--- src/rtl/perf_sample_ctrl_pkg.sv ---
// Shared types and constants for the perf counter sampler: beat record, FSM states and
// the default sweep window over the machine counter CSR offsets.
package perf_sample_ctrl_pkg;

    localparam logic [11:0] CSR_MCYCLE         = 12'hB00;
    localparam logic [11:0] CSR_MHPMCOUNTER13  = 12'hB0D;
    localparam logic [4:0]  CTR_FIRST_DEF      = CSR_MCYCLE[4:0];
    localparam logic [4:0]  CTR_LAST_DEF       = CSR_MHPMCOUNTER13[4:0];

    typedef enum logic [1:0] {
        PS_IDLE,
        PS_WAIT,
        PS_SCAN,
        PS_DRAIN
    } ps_state_e;

    typedef struct packed {
        logic [4:0]  idx;
        logic [63:0] data;
        logic [15:0] seq;
        logic        last;
    } perf_sample_t;

    function automatic logic [15:0] sat_inc16(input logic [15:0] v);
        return (v == 16'hFFFF) ? v : v + 16'd1;
    endfunction

endpackage

--- src/rtl/perf_sample_ctrl_if.sv ---
// Sample stream from the sweep engine to the trace/log sink.
interface perf_sample_ctrl_if;
    logic        smp_valid;
    logic        smp_ready;
    logic [4:0]  smp_idx;
    logic [63:0] smp_data;
    logic [15:0] smp_seq;
    logic        smp_last;

    // A beat transfers on a clock edge where smp_valid && smp_ready; while valid is high and
    // ready low the master keeps valid asserted and idx/data/seq/last unchanged.
    modport master (output smp_valid, smp_idx, smp_data, smp_seq, smp_last, input smp_ready);
    modport slave  (input smp_valid, smp_idx, smp_data, smp_seq, smp_last, output smp_ready);
endinterface

--- src/rtl/perf_sample_ctrl_timer.sv ---
// Sample period timer: reloads on enable rise and after each tick; a period of 0 behaves as 1.
module perf_period_timer #(
    parameter int unsigned PERIOD_W = 32
) (
    input  logic                clk_i,
    input  logic                rst_ni,
    input  logic                en_i,
    input  logic [PERIOD_W-1:0] period_i,
    output logic                tick_o
);

    logic [PERIOD_W-1:0] cnt_q, cnt_d, reload;
    logic                en_q;

    assign reload = (period_i == '0) ? '0 : period_i - PERIOD_W'(1);
    assign tick_o = en_i && en_q && (cnt_q == '0);

    // Held at the reload value while disabled so the first sweep waits a full period.
    always_comb begin
        cnt_d = cnt_q - PERIOD_W'(1);
        if (!en_i || !en_q || (cnt_q == '0)) begin
            cnt_d = reload;
        end
    end

    always_ff @(posedge clk_i or negedge rst_ni) begin
        if (!rst_ni) begin
            cnt_q <= '0;
            en_q  <= 1'b0;
        end else begin
            cnt_q <= cnt_d;
            en_q  <= en_i;
        end
    end

endmodule

--- src/rtl/perf_sample_ctrl.sv ---
// Periodic sampler for the perf counter bank port: CSR accesses have priority, the sweep engine
// streams counters CTR_FIRST..CTR_LAST to the trace sink, optionally clearing each one it reads.
module perf_sample_ctrl
    import perf_sample_ctrl_pkg::*;
#(
    parameter logic [4:0]  CTR_FIRST = CTR_FIRST_DEF,
    parameter logic [4:0]  CTR_LAST  = CTR_LAST_DEF,
    parameter int unsigned PERIOD_W  = 32
) (
    input  logic                clk_i,
    input  logic                rst_ni,
    input  logic                csr_req_i,
    input  logic [4:0]          csr_addr_i,
    input  logic                csr_we_i,
    input  logic [63:0]         csr_wdata_i,
    output logic [63:0]         csr_rdata_o,
    input  logic                cfg_en_i,
    input  logic [PERIOD_W-1:0] cfg_period_i,
    input  logic                cfg_clear_i,
    output logic [4:0]          pc_addr_o,
    output logic                pc_we_o,
    output logic [63:0]         pc_wdata_o,
    input  logic [63:0]         pc_rdata_i,
    perf_sample_ctrl_if.master  smp,
    output logic                busy_o,
    output logic [15:0]         dropped_o,
    output ps_state_e           state_o
);

    ps_state_e    state_q, state_d;
    logic [4:0]   idx_q, idx_d;
    logic [15:0]  seq_q, seq_d;
    logic [15:0]  dropped_q, dropped_d;
    perf_sample_t beat_q, beat_d;
    logic         valid_q, valid_d;
    logic         tick, issue, accept, last_acc, sweeping;

    perf_period_timer #(.PERIOD_W(PERIOD_W)) u_timer (
        .clk_i    (clk_i),
        .rst_ni   (rst_ni),
        .en_i     (cfg_en_i),
        .period_i (cfg_period_i),
        .tick_o   (tick)
    );

    assign sweeping = (state_q == PS_SCAN) || (state_q == PS_DRAIN);
    assign accept   = valid_q && smp.smp_ready;
    assign last_acc = accept && beat_q.last;
    // A read is issued only when the output register is free or being emptied this cycle.
    assign issue    = (state_q == PS_SCAN) && !csr_req_i && (!valid_q || smp.smp_ready);

    always_comb begin
        state_d = state_q;
        unique case (state_q)
            PS_IDLE:  if (cfg_en_i) state_d = PS_WAIT;
            PS_WAIT: begin
                if (!cfg_en_i)  state_d = PS_IDLE;
                else if (tick)  state_d = PS_SCAN;
            end
            PS_SCAN:  if (issue && (idx_q == CTR_LAST)) state_d = PS_DRAIN;
            PS_DRAIN: if (last_acc) state_d = cfg_en_i ? PS_WAIT : PS_IDLE;
            default:  state_d = PS_IDLE;
        endcase
    end

    always_comb begin
        idx_d     = idx_q;
        valid_d   = valid_q;
        beat_d    = beat_q;
        seq_d     = last_acc ? seq_q + 16'd1 : seq_q;
        dropped_d = (tick && sweeping) ? sat_inc16(dropped_q) : dropped_q;
        if (issue) begin
            idx_d       = (idx_q == CTR_LAST) ? CTR_FIRST : idx_q + 5'd1;
            valid_d     = 1'b1;
            beat_d.idx  = idx_q;
            beat_d.data = pc_rdata_i;
            beat_d.seq  = seq_q;
            beat_d.last = (idx_q == CTR_LAST);
        end else if (accept) begin
            valid_d = 1'b0;
        end
    end

    // Read-clear is atomic with the sample read: the bank reads before it writes in one cycle.
    always_comb begin
        pc_addr_o  = '0;
        pc_we_o    = 1'b0;
        pc_wdata_o = '0;
        if (csr_req_i) begin
            pc_addr_o  = csr_addr_i;
            pc_we_o    = csr_we_i;
            pc_wdata_o = csr_wdata_i;
        end else if (issue) begin
            pc_addr_o = idx_q;
            pc_we_o   = cfg_clear_i;
        end
    end

    assign csr_rdata_o   = csr_req_i ? pc_rdata_i : '0;
    assign smp.smp_valid = valid_q;
    assign smp.smp_idx   = beat_q.idx;
    assign smp.smp_data  = beat_q.data;
    assign smp.smp_seq   = beat_q.seq;
    assign smp.smp_last  = beat_q.last;
    assign busy_o        = sweeping;
    assign dropped_o     = dropped_q;
    assign state_o       = state_q;

    always_ff @(posedge clk_i or negedge rst_ni) begin
        if (!rst_ni) begin
            state_q   <= PS_IDLE;
            idx_q     <= CTR_FIRST;
            seq_q     <= '0;
            dropped_q <= '0;
            beat_q    <= '0;
            valid_q   <= 1'b0;
        end else begin
            state_q   <= state_d;
            idx_q     <= idx_d;
            seq_q     <= seq_d;
            dropped_q <= dropped_d;
            beat_q    <= beat_d;
            valid_q   <= valid_d;
        end
    end

endmodule

--- src/flat_wrapper.sv ---
// flat-port wrapper written by rule: the top's interface ports become plain ports
module perf_sample_ctrl_flat import perf_sample_ctrl_pkg::*;
#(
    parameter logic [4:0]  CTR_FIRST = CTR_FIRST_DEF,
    parameter logic [4:0]  CTR_LAST  = CTR_LAST_DEF,
    parameter int unsigned PERIOD_W  = 32
)
  (clk_i, rst_ni, csr_req_i, csr_addr_i, csr_we_i, csr_wdata_i, csr_rdata_o, cfg_en_i, cfg_period_i, cfg_clear_i, pc_addr_o, pc_we_o, pc_wdata_o, pc_rdata_i, busy_o, dropped_o, state_o, smp_smp_valid, smp_smp_idx, smp_smp_data, smp_smp_seq, smp_smp_last, smp_smp_ready);
  perf_sample_ctrl_if smp_i ();
  input  logic clk_i;
  input  logic rst_ni;
  input  logic csr_req_i;
  input  logic [4:0] csr_addr_i;
  input  logic csr_we_i;
  input  logic [63:0] csr_wdata_i;
  output logic [63:0] csr_rdata_o;
  input  logic cfg_en_i;
  input  logic [PERIOD_W-1:0] cfg_period_i;
  input  logic cfg_clear_i;
  output logic [4:0] pc_addr_o;
  output logic pc_we_o;
  output logic [63:0] pc_wdata_o;
  input  logic [63:0] pc_rdata_i;
  output logic busy_o;
  output logic [15:0] dropped_o;
  output ps_state_e state_o;
  output wire logic [$bits(smp_i.smp_valid)-1:0] smp_smp_valid;
  output wire logic [$bits(smp_i.smp_idx)-1:0] smp_smp_idx;
  output wire logic [$bits(smp_i.smp_data)-1:0] smp_smp_data;
  output wire logic [$bits(smp_i.smp_seq)-1:0] smp_smp_seq;
  output wire logic [$bits(smp_i.smp_last)-1:0] smp_smp_last;
  input wire logic [$bits(smp_i.smp_ready)-1:0] smp_smp_ready;
  assign smp_smp_valid = smp_i.smp_valid;
  assign smp_smp_idx = smp_i.smp_idx;
  assign smp_smp_data = smp_i.smp_data;
  assign smp_smp_seq = smp_i.smp_seq;
  assign smp_smp_last = smp_i.smp_last;
  assign smp_i.smp_ready = smp_smp_ready;
  perf_sample_ctrl #(.CTR_FIRST(CTR_FIRST), .CTR_LAST(CTR_LAST), .PERIOD_W(PERIOD_W)) u_core (.clk_i(clk_i), .rst_ni(rst_ni), .csr_req_i(csr_req_i), .csr_addr_i(csr_addr_i), .csr_we_i(csr_we_i), .csr_wdata_i(csr_wdata_i), .csr_rdata_o(csr_rdata_o), .cfg_en_i(cfg_en_i), .cfg_period_i(cfg_period_i), .cfg_clear_i(cfg_clear_i), .pc_addr_o(pc_addr_o), .pc_we_o(pc_we_o), .pc_wdata_o(pc_wdata_o), .pc_rdata_i(pc_rdata_i), .smp(smp_i), .busy_o(busy_o), .dropped_o(dropped_o), .state_o(state_o));
endmodule
--- config.mk ---
export PLATFORM = sky130hd
export DESIGN_NAME = perf_sample_ctrl_flat
export DESIGN_NICKNAME = d
export VERILOG_FILES = /design/src/rtl/perf_sample_ctrl_pkg.sv /design/src/rtl/perf_sample_ctrl_if.sv /design/src/rtl/perf_sample_ctrl_timer.sv /design/src/rtl/perf_sample_ctrl.sv /design/src/flat_wrapper.sv
export SDC_FILE = /design/constraint.sdc
export NUM_CORES = 1
export LEC_CHECK = 0
export BUFFER_PORTS_ARGS = -buffer_cell sky130_fd_sc_hd__buf_4
export CORE_AREA = 5 5 157 159
export CTS_CLUSTER_DIAMETER = 40
export DETAILED_ROUTE_END_ITERATION = 7
export DIE_AREA = 0 0 162 164
export HOLD_SLACK_MARGIN = 0.02
export PLACE_DENSITY_LB_ADDON = 0.1
export SLEW_MARGIN = 30
export SYNTH_ARGS = -nofsm -noshare
export SYNTH_HDL_FRONTEND = slang
export SYNTH_HIERARCHICAL = 1
export SYNTH_SLANG_ARGS = --single-unit
--- constraint.sdc ---
create_clock -name clk_i -period 4.1 [get_ports clk_i]
set_clock_uncertainty 0.2 [all_clocks]
set_input_delay 0.41 -clock clk_i [delete_from_list [all_inputs] [get_ports clk_i]]
set_output_delay 0.41 -clock clk_i [all_outputs]
set_load 0.02 [all_outputs]
==> results of run 1 <==
-- Yosys cell counts (all sizes together) (3+ instances only) --
master and number:
nand2 293, dfrtp 159, and2 129, xnor2 43, nor4 35, o21ai 35, nor2 28, nor3 28
nand3 27, xor2 26, buf 25, clkbuf 25, nand4 19, o31ai 12, inv 11, or3 10
o31a 8, or4 8, ha 7, mux2i 6, o22ai 6, a21oi 4, nand2b 4, o21a 4
or2 4, and3 3, mux2 3, nor2b 3, nor4b 3, o41ai 3
-- stage by stage --
stage	area (µm²)	instances	util, %	hold slack (ns)
2_1_floorplan	8560	986	-	-0.0856
3_3_place_gp	11900	1648	51.5	0.257
3_5_place_dp	11900	1648	51.5	0.257
4_1_cts	13100	1745	56.7	0.0238
5_1_grt	13100	1745	56.7	0.0268
6_report	13100	1745	56.7	0.0366
-- worst max-delay path by stage --
| stage | startpoint | endpoint | depth (start not counted) |
|---|---|---|---|
| 2_1_floorplan | u_core/u_timer/cnt_q[27] | u_core/dropped_o[12] | 7 |
| 3_3_place_gp | u_core/u_timer/cnt_q[27] | u_core/dropped_o[12] | 7 |
| 3_5_place_dp | u_core/u_timer/cnt_q[25] | u_core/dropped_o[12] | 7 |
| 4_1_cts | u_core/u_timer/cnt_q[25] | u_core/dropped_o[12] | 7 |
| 5_1_grt | u_core/u_timer/cnt_q[6] | u_core/dropped_o[12] | 7 |
| 6_report | u_core/u_timer/cnt_q[25] | u_core/dropped_o[12] | 7 |
-- area by class of cell --
cell class	instances	area (µm²)	area share (%)
well taps	290	363	2.77
clock inverters	14	133	1.01
multi-input cells	766	4330	33.0
clock buffers	18	429	3.27
repair buffers	487	3850	29.3
inverters	11	41.3	0.315
flip-flops and latches	159	3980	30.3
-- worst register-to-register path, cell delays in order, from the launching register on --
cell     delay (ns)
dfrtp_1        0.42
or4_4          0.54
or4_4          0.47
nor4_1         0.38
and2_1         0.31
nand3_1        0.17
nor3_1         0.20
mux2_2         0.35
-- report_power, final --
| part | total [mW] | switching [mW] | internal (mW) | leakage, nW |
|---|---|---|---|---|
| Sequential | 1.63 | 0.0336 | 1.60 | 2.14 |
| Clock | 1.51 | 0.661 | 0.845 | 0.268 |
| Combinational | 0.634 | 0.311 | 0.324 | 4.32 |
| Total | 3.77 | 1.00 | 2.77 | 6.73 |
-- cell families (layout without fill, tap and decap cells) --
group                      count (synthesis)  count (layout)
buffers and inverters                     61             530
AOI/OAI and AO/OA                         81              81
adders and majority gates                  7               7
DFF                                      159             159
and+or+nand+nor                          600             600
muxes                                      9               9
xor gates and xnor gates                  69              69
-- flip-flops by register name (all words and copies together), names as in the netlist, 5 cells and up, named ones only --
signal                count
u_core/smp.smp_data      64
u_core/u_timer/cnt_q     32
u_core/smp.smp_idx        5
u_core/dropped_o         16
u_core/seq_q             16
u_core/smp.smp_seq       16
u_core/idx_q              5
-- per-layer routing --
| metal | part of all wire, % | global-route usage (%) |
|---|---|---|
| met2 | 46 | 33.6 |
| met3 | 8.3 | 8.43 |
| met4 | 1.3 | 4.73 |
| met5 | 0.039 | 0 |
| met1 | 45 | 29.6 |
==> flow_summary.yaml, run 1 <==
logic_synthesis:
  ys_types: 55
  avgSynthCellArea_um2: 8.68
  synth_top_area_share_pct: 46.5
  ys_seq_area_share_pct: 46.5
  synth_edf_count: 0
  yosys.area_share.simple_pct: 34.6
  synth_top_family_by_area: "simple AND/OR/NAND/NOR gates"
  netlist_top_cells_area: "dfrtp_1 46%, nand2_1 13%, and2_1 9.4%"
  synth_largest_area_cell: "dfrtp_1"
  syn-num-nets: 1165
  synth_xor_area_share_pct: 7.06
  ys_async_sr_fraction_pct: 100
  syn_inst: 986
  syn_area_um2: 8560
  synth_seq_cells: 159
  synth_ff_type: "dfrtp_1"
  synth_adder_area_share_pct: 1.02
  synth_warnings: 6
  synth_compound_area_share_pct: 6.37
  muxShareOfSynthArea_pct: 1.14
layout:
  layout-drive-gt1-share_pct: 32.4
  antenna_cells: 0
  mostFrequentLayoutCells: "419 x buf_4, 293 x nand2_1, 159 x dfrtp_1"
  final_nets: 1621
  final_common_cell: "buf_4"
  fill_cells: 2110
  synthToLayoutAreaGrowth_pct: 53.2
worst_setup_path:
  path_cells: "or4_4 -> or4_4 -> nor4_1 -> and2_1 -> nand3_1 -> nor3_1 -> mux2_2"
  worst_r2r_path_depth: 7
  critPathKind: "reg2reg"
  r2r_slack_ns: 0.93
  end_kind: "flop"
  r2r_end: "u_core/dropped_o[12]"
  arrival_ns: 3.27
  crit_buf_inv: 0
  reg2reg_from: "u_core/u_timer/cnt_q[25]"
  max_stage_delay_ns: 0.54
  required_ns: 4.20
  cpLargestDelayFamily: "simple AND/OR/NAND/NOR gates"
  cp_slowest_cell: "or4_4"
  cp-start-kind: "flop"
  crit_top_cell: "or4_4"
  cp_max_fo: 5
timing:
  drv_slew: 0
  fin_crit_ns: 3.17
  fin_setup_tns_ns: 0
  hold_violations: 0
  setup-violations-final: 0
  rsz0062_at_grt: "false"
  period_share_pct: 77.3
  clock.fmax_mhz: 316
  timing.final.ws_setup_ns: 0.931
  relSlewSlack_pct: 42.9
  worst_slew_pin_slew_ns: 0.857
clock_tree:
  cts_tree: "yes"
  cts.sinks: 159
  cts-root-buf: "clkbuf_16"
  postCtsHoldBufs: 65
  insertion_delay_ns: 0.42
  cts_buffer_depth: 2
  clk_pin_slew_ns: 0.06
  post_cts_buffers: 0
  h-tree-depth: 4
  cts_inserted_buffers: 17
  cts_resized: 0
min_path:
  hold_class: "in2reg"
  hold_depth: 3
  holdPathEnd: "u_core/smp.smp_data[59]"
  min-delay-start: "pc_rdata_i[59]"
placement:
  gp_congestion: 0.798
  detailed_place_hpwl_um: 23300
  place_ws_ns: 0.940
  portBuffers: 411
routing:
  wirelength_um: 30600
  avgViaCountPerCell: 4.79
  num_vias: 8358
  antenna_left: 0
  dr.pass1.iters: 5
  wire_per_inst_um: 17.5
  drc: 0
  drt_iter0_drc: 492
die:
  dieHeight_um: 164
  dieArea_um2: 26600
  fp.dieW_um: 162
  core-area_um2: 23100
  ios: 412
  start_util_pct: 37.0
  num_rows: 56
flow_run:
  maxCapViolations: 0
pwr:
  powerDensity_nw_per_um2: 287
  leakagePower_nw: 6.73
  ir_drop_mv: 0.224
  finalPower_mw: 3.77
grt:
  antenna_found_initial: 1
  grt_max_degree: 105
  grt_first_pass_wirelength_um: 46500
  grtUsageTotal_pct: 21.9
  grt_pass1_vias: 8317
  grt-ovfl-total: 0
outcome:
  status: "completed"
(Power assumes the default switching activity.)
==> run 2, diff against run 1 <==
--- a/config.mk
+++ b/config.mk
@@ -5,11 +5,12 @@
 export SDC_FILE = /design/constraint.sdc
 export NUM_CORES = 1
 export LEC_CHECK = 0
+export ABC_AREA = 1
 export BUFFER_PORTS_ARGS = -buffer_cell sky130_fd_sc_hd__buf_4
-export CORE_AREA = 5 5 157 159
+export CORE_AREA = 5 5 156 158
 export CTS_CLUSTER_DIAMETER = 40
 export DETAILED_ROUTE_END_ITERATION = 7
-export DIE_AREA = 0 0 162 164
+export DIE_AREA = 0 0 161 163
 export HOLD_SLACK_MARGIN = 0.02
 export PLACE_DENSITY_LB_ADDON = 0.1
 export SLEW_MARGIN = 30
==> constraint.sdc (replaced) <==
create_clock -name clk_i -period 3.2 [get_ports clk_i]
set_clock_uncertainty 0.2 [all_clocks]
set_input_delay 0.32 -clock clk_i [delete_from_list [all_inputs] [get_ports clk_i]]
set_output_delay 0.32 -clock clk_i [all_outputs]
set_load 0.02 [all_outputs]
==> flow_summary.yaml, run 2 <==
timing:
  period_share_pct: 81.7
  relSlewSlack_pct: 51.8
  drv_slew: 0
  clock.fmax_mhz: 382
  timing.final.ws_setup_ns: 0.585
  fin_setup_tns_ns: 0
  worst_slew_pin_slew_ns: 0.722
  rsz0062_at_grt: "false"
  setup-violations-final: 0
  fin_crit_ns: 2.62
  holdWs_ns: 0.0424
  hold_violations: 0
die:
  start_util_pct: 41.4
  ios: 412
  dieArea_um2: 26200
  num_rows: 56
  fp.dieW_um: 161
  core-area_um2: 23000
  dieHeight_um: 163
worst_setup_path:
  required_ns: 2.68
  arrival_ns: 2.10
  r2r_end: "u_core/dropped_o[7]"
  cp_max_fo: 41
  cpLargestDelayFamily: "buffers and inverters"
  reg2reg_from: "u_core/u_timer/cnt_q[4]"
  crit_cells: 7
  critPathCapture: "pc_addr_o[2]"
  cp_slowest_cell: "dfrtp_1"
  crit_buf_inv: 3
  max_stage_delay_ns: 0.47
  end_kind: "primary output"
  r2r_slack_ns: 0.86
  crit_path_start: "u_core/state_o[0]"
  critPathKind: "reg2out"
  worst_r2r_path_depth: 11
  path_cells: "inv_2 -> nand3_1 -> nor2_4 -> buf_4 -> nand2_1 -> nand2_1 -> buf_4"
  cp-start-kind: "flop"
grt:
  antenna_found_initial: 1
  grt_pass1_vias: 10300
  grt_first_pass_wirelength_um: 53000
  grt_max_degree: 97
  grt-ovfl-total: 0
  grtUsageTotal_pct: 25.5
routing:
  avgViaCountPerCell: 4.71
  num_vias: 10400
  wire_per_inst_um: 15.6
  wirelength_um: 34700
  drc: 0
  drt_iter0_drc: 632
  antenna_left: 0
  dr.pass1.iters: 5
pwr:
  seqPwrFrac_pct: 35.8
  powerDensity_nw_per_um2: 566
  finalPower_mw: 8.11
  power.share.combinational_pct: 38.1
  power_frac_clock_pct: 26.1
  power.switching_mw: 3.07
  leakagePower_nw: 8.38
  p_int_mw: 5.04
  sw_frac_of_total_pct: 37.9
  ir_drop_mv: 0.283
clock_tree:
  insertion_delay_ns: 0.44
  cts.sinks: 159
  cts_resized: 0
  cts_inserted_buffers: 17
  h-tree-depth: 4
  cts_tree: "yes"
  cts_buffer_depth: 2
  cts-root-buf: "clkbuf_16"
  clk_pin_slew_ns: 0.06
  post_cts_buffers: 0
logic_synthesis:
  ys_types: 36
  ys_seq_area_share_pct: 41.8
  syn-num-nets: 1611
  synth_top_area_share_pct: 41.8
  synth_warnings: 6
  ys_async_sr_fraction_pct: 100
  synth_largest_area_cell: "dfrtp_1"
  synth_edf_count: 0
  synth.most_common_cell: "nand2_1"
  avgSynthCellArea_um2: 6.65
  syn_inst: 1432
  synth_ff_type: "dfrtp_1"
  synth_seq_cells: 159
  syn_area_um2: 9520
  yosys-top-cells-count: "654 x nand2_1, 205 x inv_1, 159 x dfrtp_1"
  netlist_top_cells_area: "dfrtp_1 42%, nand2_1 26%, inv_1 8.1%"
flow_run:
  maxCapViolations: 0
layout:
  mostFrequentLayoutCells: "654 x nand2_1, 419 x buf_4, 205 x inv_1"
  final_common_cell: "nand2_1"
  layout-drive-gt1-share_pct: 25.4
  synthToLayoutAreaGrowth_pct: 50.5
  final_nets: 2094
  fill_cells: 2116
  largest_reg_flops: 64
  post-route-util_pct: 62.3
outcome:
  status: "completed"
placement:
  detailed_place_hpwl_um: 26900
  place_ws_ns: 0.884
  portBuffers: 411
  gp_congestion: 0.965
min_path:
  hold_class: "in2reg"
==> run 2: how the worst min path moves through the flow <==
stage	cells after the start	start	slack, ns	to
2_1_floorplan	0	rst_ni	-0.18	async pin
3_3_place_gp	1	rst_ni	0.20	u_core/smp.smp_data[47]
3_5_place_dp	1	rst_ni	0.20	u_core/smp.smp_data[47]
4_1_cts	4	cfg_period_i[23]	0.02	u_core/u_timer/cnt_q[23]
5_1_grt	4	cfg_period_i[23]	0.05	u_core/u_timer/cnt_q[23]
6_report	4	cfg_period_i[23]	0.04	u_core/u_timer/cnt_q[23]
==> run 2: kinds of logic after synthesis <==
group,after synthesis,synth area share [%]
flops,159,41.8
compound gates,40,2.43
xor+xnor,59,5.43
fa+ha+maj,7,0.920
buf+inv,253,10.6
simple gates,914,38.9
==> run 2: metrics by stage <==
stage	cells	instance area, µm²
2_1_floorplan	1432	9520
3_3_place_gp	2101	12900
3_5_place_dp	2101	12900
4_1_cts	2218	14300
5_1_grt	2219	14300
6_report	2219	14300
==> run 2: timing repair <==
action | in CTS | in global routing
endpoints found under the setup margin | 0 | 0
hold buffers | 85 | 0
endpoints found under the hold margin | 156 | 0
==> run 2: power groups by stage <==
stage / sequential [mW] / combinational, mW / clock, mW
final: 2.91 / 3.09 / 2.11
after global routing: 2.97 / 3.36 / 2.25
after CTS: 2.91 / 3.12 / 2.17
after detailed placement: 2.94 / 3.03 / 0
after global placement: 2.93 / 3.00 / 0
after floorplan: 3.42 / 1.04 / 0
==> run 2: area by class of cell <==
type / instances / area [µm²] / area share, %
Antenna cell: 1 / 2.50 / 0.0175
Clock buffer: 19 / 433 / 3.02
Clock inverter: 13 / 175 / 1.22
Inverter: 210 / 793 / 5.54
Multi-Input combinational cell: 1020 / 4540 / 31.7
Sequential cell: 159 / 3980 / 27.8
Tap cell: 290 / 363 / 2.53
Timing Repair Buffer: 507 / 4040 / 28.2
==> run 2: worst reg2reg max path: stages (launching register included) <==
cell     delay, ns
dfrtp_1       0.41
nor2_1        0.15
nand2_1       0.14
nor4_1        0.31
nand4_1       0.14
nor2_1        0.19
nand2_1       0.09
inv_1         0.13
o21ai_4       0.18
inv_4         0.21
nand2_1       0.08
nand2_1       0.06
==> run 2: layer usage <==
metal	global-route usage, %	up-vias	part of all wire (%)
met3	6.13	58	6.8
met4	9.89	0	3.3
met5	0	-	0
li1	-	5224	-
met2	48.3	440	52
met1	27.4	4723	38
